==> config.mk <==
export PLATFORM = sky130hd
export DESIGN_NAME = pair_triple_debouncer
export DESIGN_NICKNAME = d
export VERILOG_FILES = /design/src/rtl/pair_triple_debouncer.sv
export SDC_FILE = /design/constraint.sdc
export NUM_CORES = 1
export LEC_CHECK = 0
export BUFFER_PORTS_ARGS = -buffer_cell sky130_fd_sc_hd__buf_2
export CAP_MARGIN = 20
export CORE_ASPECT_RATIO = 1.2
export CORE_MARGIN = 2
export CORE_UTILIZATION = 34
export CTS_CLUSTER_SIZE = 40
export DETAILED_ROUTE_END_ITERATION = 7
export GPL_TIMING_DRIVEN = 0
export SETUP_SLACK_MARGIN = 0.3
export SYNTH_ARGS = -nofsm -noshare
export SYNTH_HDL_FRONTEND = slang
export SYNTH_SLANG_ARGS = --single-unit
export TNS_END_PERCENT = 1
==> constraint.sdc <==
create_clock -name clk -period 2.8 [get_ports clk]
set_clock_uncertainty 0.05 [all_clocks]
set_input_delay 0.14 -clock clk [delete_from_list [all_inputs] [get_ports clk]]
set_output_delay 0.14 -clock clk [all_outputs]
set_load 0.05 [all_outputs]
==> src/rtl/pair_triple_debouncer.sv <==
// Debounces the pair/triple detector result: the filtered value flips only after p_hold
// consecutive disagreeing valid samples, with rise/fall pulses and a saturating rise count.
module pair_triple_debouncer #(
    parameter int unsigned p_hold = 3
) (
    input  logic       clk,
    input  logic       rst,
    input  logic       det_val,
    input  logic       det,
    input  logic       cnt_clr,
    output logic       filt,
    output logic       rise,
    output logic       fall,
    output logic [7:0] evt_cnt
);

    localparam logic [3:0] HoldCnt = 4'(p_hold);

    typedef enum logic [1:0] {
        StLo,
        StLoPend,
        StHi,
        StHiPend
    } state_e;

    state_e     state_q, state_d;
    logic [3:0] run_q, run_d;
    logic       filt_q, filt_d;
    logic       rise_q, rise_d;
    logic       fall_q, fall_d;
    logic [7:0] cnt_q, cnt_d;
    logic       cur_hi;
    logic [3:0] run_inc;

    always_ff @(posedge clk) begin
        if (rst) begin
            state_q <= StLo;
            run_q   <= 4'd0;
            filt_q  <= 1'b0;
            rise_q  <= 1'b0;
            fall_q  <= 1'b0;
            cnt_q   <= 8'd0;
        end else begin
            state_q <= state_d;
            run_q   <= run_d;
            filt_q  <= filt_d;
            rise_q  <= rise_d;
            fall_q  <= fall_d;
            cnt_q   <= cnt_d;
        end
    end

    always_comb begin
        state_d = state_q;
        run_d   = run_q;
        filt_d  = filt_q;
        rise_d  = 1'b0;
        fall_d  = 1'b0;
        cnt_d   = cnt_q;
        cur_hi  = 1'b0;
        run_inc = run_q + 4'd1;

        unique case (state_q)
            StHi, StHiPend: cur_hi = 1'b1;
            default:        cur_hi = 1'b0;
        endcase

        // Invalid cycles hold the run so gaps in the sample stream do not reset it.
        if (det_val) begin
            if (det == cur_hi) begin
                state_d = cur_hi ? StHi : StLo;
                run_d   = 4'd0;
            end else if (run_inc == HoldCnt) begin
                state_d = cur_hi ? StLo : StHi;
                run_d   = 4'd0;
                filt_d  = ~cur_hi;
                rise_d  = ~cur_hi;
                fall_d  = cur_hi;
            end else begin
                state_d = cur_hi ? StHiPend : StLoPend;
                run_d   = run_inc;
            end
        end

        // Clear takes priority over a coincident rising event.
        if (cnt_clr) begin
            cnt_d = 8'd0;
        end else if (rise_d && (cnt_q != 8'hFF)) begin
            cnt_d = cnt_q + 8'd1;
        end
    end

    assign filt    = filt_q;
    assign rise    = rise_q;
    assign fall    = fall_q;
    assign evt_cnt = cnt_q;

endmodule

==> summary.txt <==
Synthesis
  • Share of flip-flops with an asynchronous set or reset after synthesis: 0%
  • Total of flip-flops plus latches after synthesis: 16
  • Dominant cell by count in the synthesized netlist: sky130_fd_sc_hd__dfxtp_1
  • Synth cell types: 34
  • Combined area of all synthesized cells: 847.1 sq um
  • Ys flop type: sky130_fd_sc_hd__dfxtp_1
  • Count of yosys warnings during synthesis: 0
  • Syn Inst Count: roughly 100
  • Cells taking the most area after synthesis: sky130_fd_sc_hd__dfxtp_1 38%, sky130_fd_sc_hd__a21oi_1 5.9%, sky130_fd_sc_hd__ha_1 4.4%
  • Seq/Total Area, Yosys: approximately 38%
  • Synthesized net count: 110
  • Post-synthesis area per instance: 8.305 sq um
  • Biggest area consumer among synthesized cells: sky130_fd_sc_hd__dfxtp_1
  • Area share of the largest cell type after synthesis: 37.81%
  • Cell types with the highest counts after synthesis: 16 x sky130_fd_sc_hd__dfxtp_1, 10 x sky130_fd_sc_hd__a21oi_1, 7 x sky130_fd_sc_hd__o21ai_0, 6 x sky130_fd_sc_hd__nand2_1, 6 x sky130_fd_sc_hd__nand3_1
  • Number of flops mapped to enable cells by yosys: 0

Die
  • Area of the die: 2908 sq um
  • Vertical die dimension: between 50 and 60 microns
  • Die width: around 50 microns
  • Number of top-level pins: 16
  • Area of the placeable core: 2330 sq um
  • Placement row count: 19
  • Effective utilization at floorplan: 36.36%

Hold path
  • Hold crit path type: in2reg
  • Hold_sp: det

Critical path
  • Crit Path Max Fanout: 10
  • Worst Path Arrival: 2220 ps
  • Series of cell instances along the critical path: ha_1 -> nand2_1 -> o21ai_2 -> a31oi_1 -> buf_2 -> or3_1 -> a21oi_1
  • Worst setup path category: reg2reg
  • R2R cell count: 7
  • R2R Path Start: run_q[1]
  • Worst Setup Start Kind: register
  • Kind of capture point of the worst setup path: register
  • Worst setup startpoint: run_q[1]
  • Max stage delay cell, worst path: sky130_fd_sc_hd__dfxtp_1
  • Worst R2R Setup Slack: 740 ps
  • Endpoint of the most critical register-to-register path: evt_cnt[0]
  • Capturing instance or port of the critical path: evt_cnt[0]
  • Delay of the slowest cell on the worst path: 450 ps
  • CP required: 2970 ps

Clock network
  • TritonCTS Buffers: 3
  • Number of hold-repair buffers added at the cts stage: 0
  • Post-CTS setup buffers: 0
  • Clock sink count: 16
  • Post-CTS resize count: 0
  • CTS tree: yes
  • Clock tree root buffer cell: sky130_fd_sc_hd__clkbuf_4
  • Deepest clock path buffer count: 2
  • Clock-pin slew on the worst setup and hold paths: 100 ps
  • H-tree depth: 1
  • Later-pin clock latency in the skew report: 280 ps

Drt
  • Number of routed nets with antenna violations: 0
  • Total vias in the final route: 802
  • Routed length per instance: 12.42 microns
  • DRC violation count after routing: 0
  • Drt first-iter violations: 19
  • Via count normalized by instance count: 5.276
  • Overall routed net length: ~1900 microns
  • Drt pass-1 iters: 4

Cells and area
  • Number of nets at the end of the flow: 130
  • Count of filler cells inserted in the layout: 259
  • Area Overhead vs Synth: 17.73%
  • Fin area: roughly 1000 sq um
  • Antenna cells: 0
  • Share of post-route cells with drive strength above 1: around 22%
  • Post-Route Utilization: 42.80%

Timing
  • Setup TNS: 0 ps
  • Time the worst path needs with I/O delays and setup: 2056 ps
  • Setup Viol. Count Final: 0
  • Period utilization: 73.42%
  • Number of hold violations in the final report: 0
  • Setup repair after global routing missed its margin: false
  • Highest clock rate: 486.5 MHz
  • Worst slew margin relative to its limit: 68.67%
  • Worst Max-Slew Pin Slew: roughly 460 ps
  • Final max-slew violation count: 0

Global routing
  • Global Route Usage Sum: between 10% and 20%
  • Global-route wire length before repair: around 3200 microns
  • Antenna violations before repair: 0
  • Remaining global-route overflow: 0
  • Number of global-route vias before repair: 787
  • Largest net degree at the start of global routing: 11

Power
  • Portion of total power attributed to the clock network: 35.7%
  • Sequential share of power: 55.5%
  • Cell internal pwr: 322.2 uW
  • Worst vdd ir: 0.3028 mV
  • Cell leakage power: slightly below 0.4 nW
  • Power density over the cells: 423.8 nW/um^2
  • Switching pwr: 100.5 uW
  • Combinational fraction of design power: 8.8%
  • Switching share of power: 23.77%

Place
  • Number of port buffers: 15
  • Weighted congestion at the end of routability-driven global placement: approximately 0.77
  • Total cell area at the placement stage: 960.9 sq um
  • Dpl hpwl: approximately 1500 microns

Run status
  • Outcome: finished clean

Flow run
  • Number of maximum-capacitance violations: 0
## routing by layer
layer	part of all wire [%]	track usage, %
met1	44	16.32
met3	2.8	2.284
met5	0	0
met2	52	24.95
met4	0.85	8.730
## registers in the layout (all words and copies together), names as in the netlist
register	count
fall	1
rise	1
run_q	4
evt_cnt	8
state_q	1
filt	1
## critical path, delay by kind of cell, from the launching register on
family	cells	cell delay, ps
AOI/OAI and AO/OA	3	510
adders and majority gates	1	270
and+or+nand+nor	2	480
DFF	1	450
buffers and inverters	1	230
## layout by cell type, fill, tap and decap left out, types with 4 or more instances in the layout
master / n
sky130_fd_sc_hd__buf_2: 16
sky130_fd_sc_hd__dfxtp_1: 16
sky130_fd_sc_hd__a21oi_1: 10
sky130_fd_sc_hd__o21ai_0: 7
sky130_fd_sc_hd__nand2_1: 6
sky130_fd_sc_hd__nand3_1: 6
sky130_fd_sc_hd__nor2_1: 5
sky130_fd_sc_hd__inv_1: 4
sky130_fd_sc_hd__or3_1: 4
sky130_fd_sc_hd__o31ai_1: 4
## worst min-delay path by stage
stage	slack, ps	cells past startpoint	end
global placement	340	2	fall
CTS	40	2	fall
global route	40	2	fall
finish	60	2	fall
floorplan	170	1	fall
detailed placement	340	2	fall
## power by group through the flow
stage	clock network [mW]	registers, mW	logic [mW]
after floorplan	0	0.245	0.0186
after global placement	0	0.239	0.0363
after detailed placement	0	0.240	0.0372
after CTS	0.157	0.235	0.0373
after global routing	0.163	0.235	0.0411
final	0.151	0.234	0.0372
## cells by family (layout without fill, tap and decap cells)
| logic type | Yosys count | in the layout | share of synthesized area, % |
|---|---|---|---|
| muxes | 2 | 2 | 2.363 |
| adders and majority gates | 3 | 3 | 4.432 |
| AOI/OAI and AO/OA | 28 | 28 | 20.38 |
| xor gates and xnor gates | 1 | 1 | 1.034 |
| buffers and inverters | 7 | 26 | 3.249 |
| and+or+nand+nor | 45 | 45 | 30.72 |
| DFF | 16 | 16 | 37.81 |
## per-stage QoR
| stage | power [mW] | hold slack (ps) | worst slack, ps | instances |
|---|---|---|---|---|
| 2_1_floorplan | 0.2639 | 168.7 | 916.3 | 102 |
| 3_5_place_dp | 0.2770 | 341.8 | 806.4 | 148 |
| 3_3_place_gp | 0.2753 | 344.9 | 883.6 | 148 |
| 6_report | 0.4227 | 56.07 | 744.4 | 152 |
| 4_1_cts | 0.4283 | 37.74 | 768.0 | 152 |
| 5_1_grt | 0.4388 | 38.68 | 601.5 | 152 |
## final cells by class
cell class | instances | area [sq um] | area share (%)
Multi-Input combinational cell | 79 | 499.2 | 50.06
Sequential cell | 16 | 320.3 | 32.12
Timing Repair Buffer | 15 | 75.07 | 7.528
Tap cell | 31 | 38.79 | 3.890
Clock buffer | 4 | 36.28 | 3.639
Inverter | 4 | 15.01 | 1.506
Buffer | 3 | 12.51 | 1.255
Note: power is estimated with default switching activity, not from simulation.
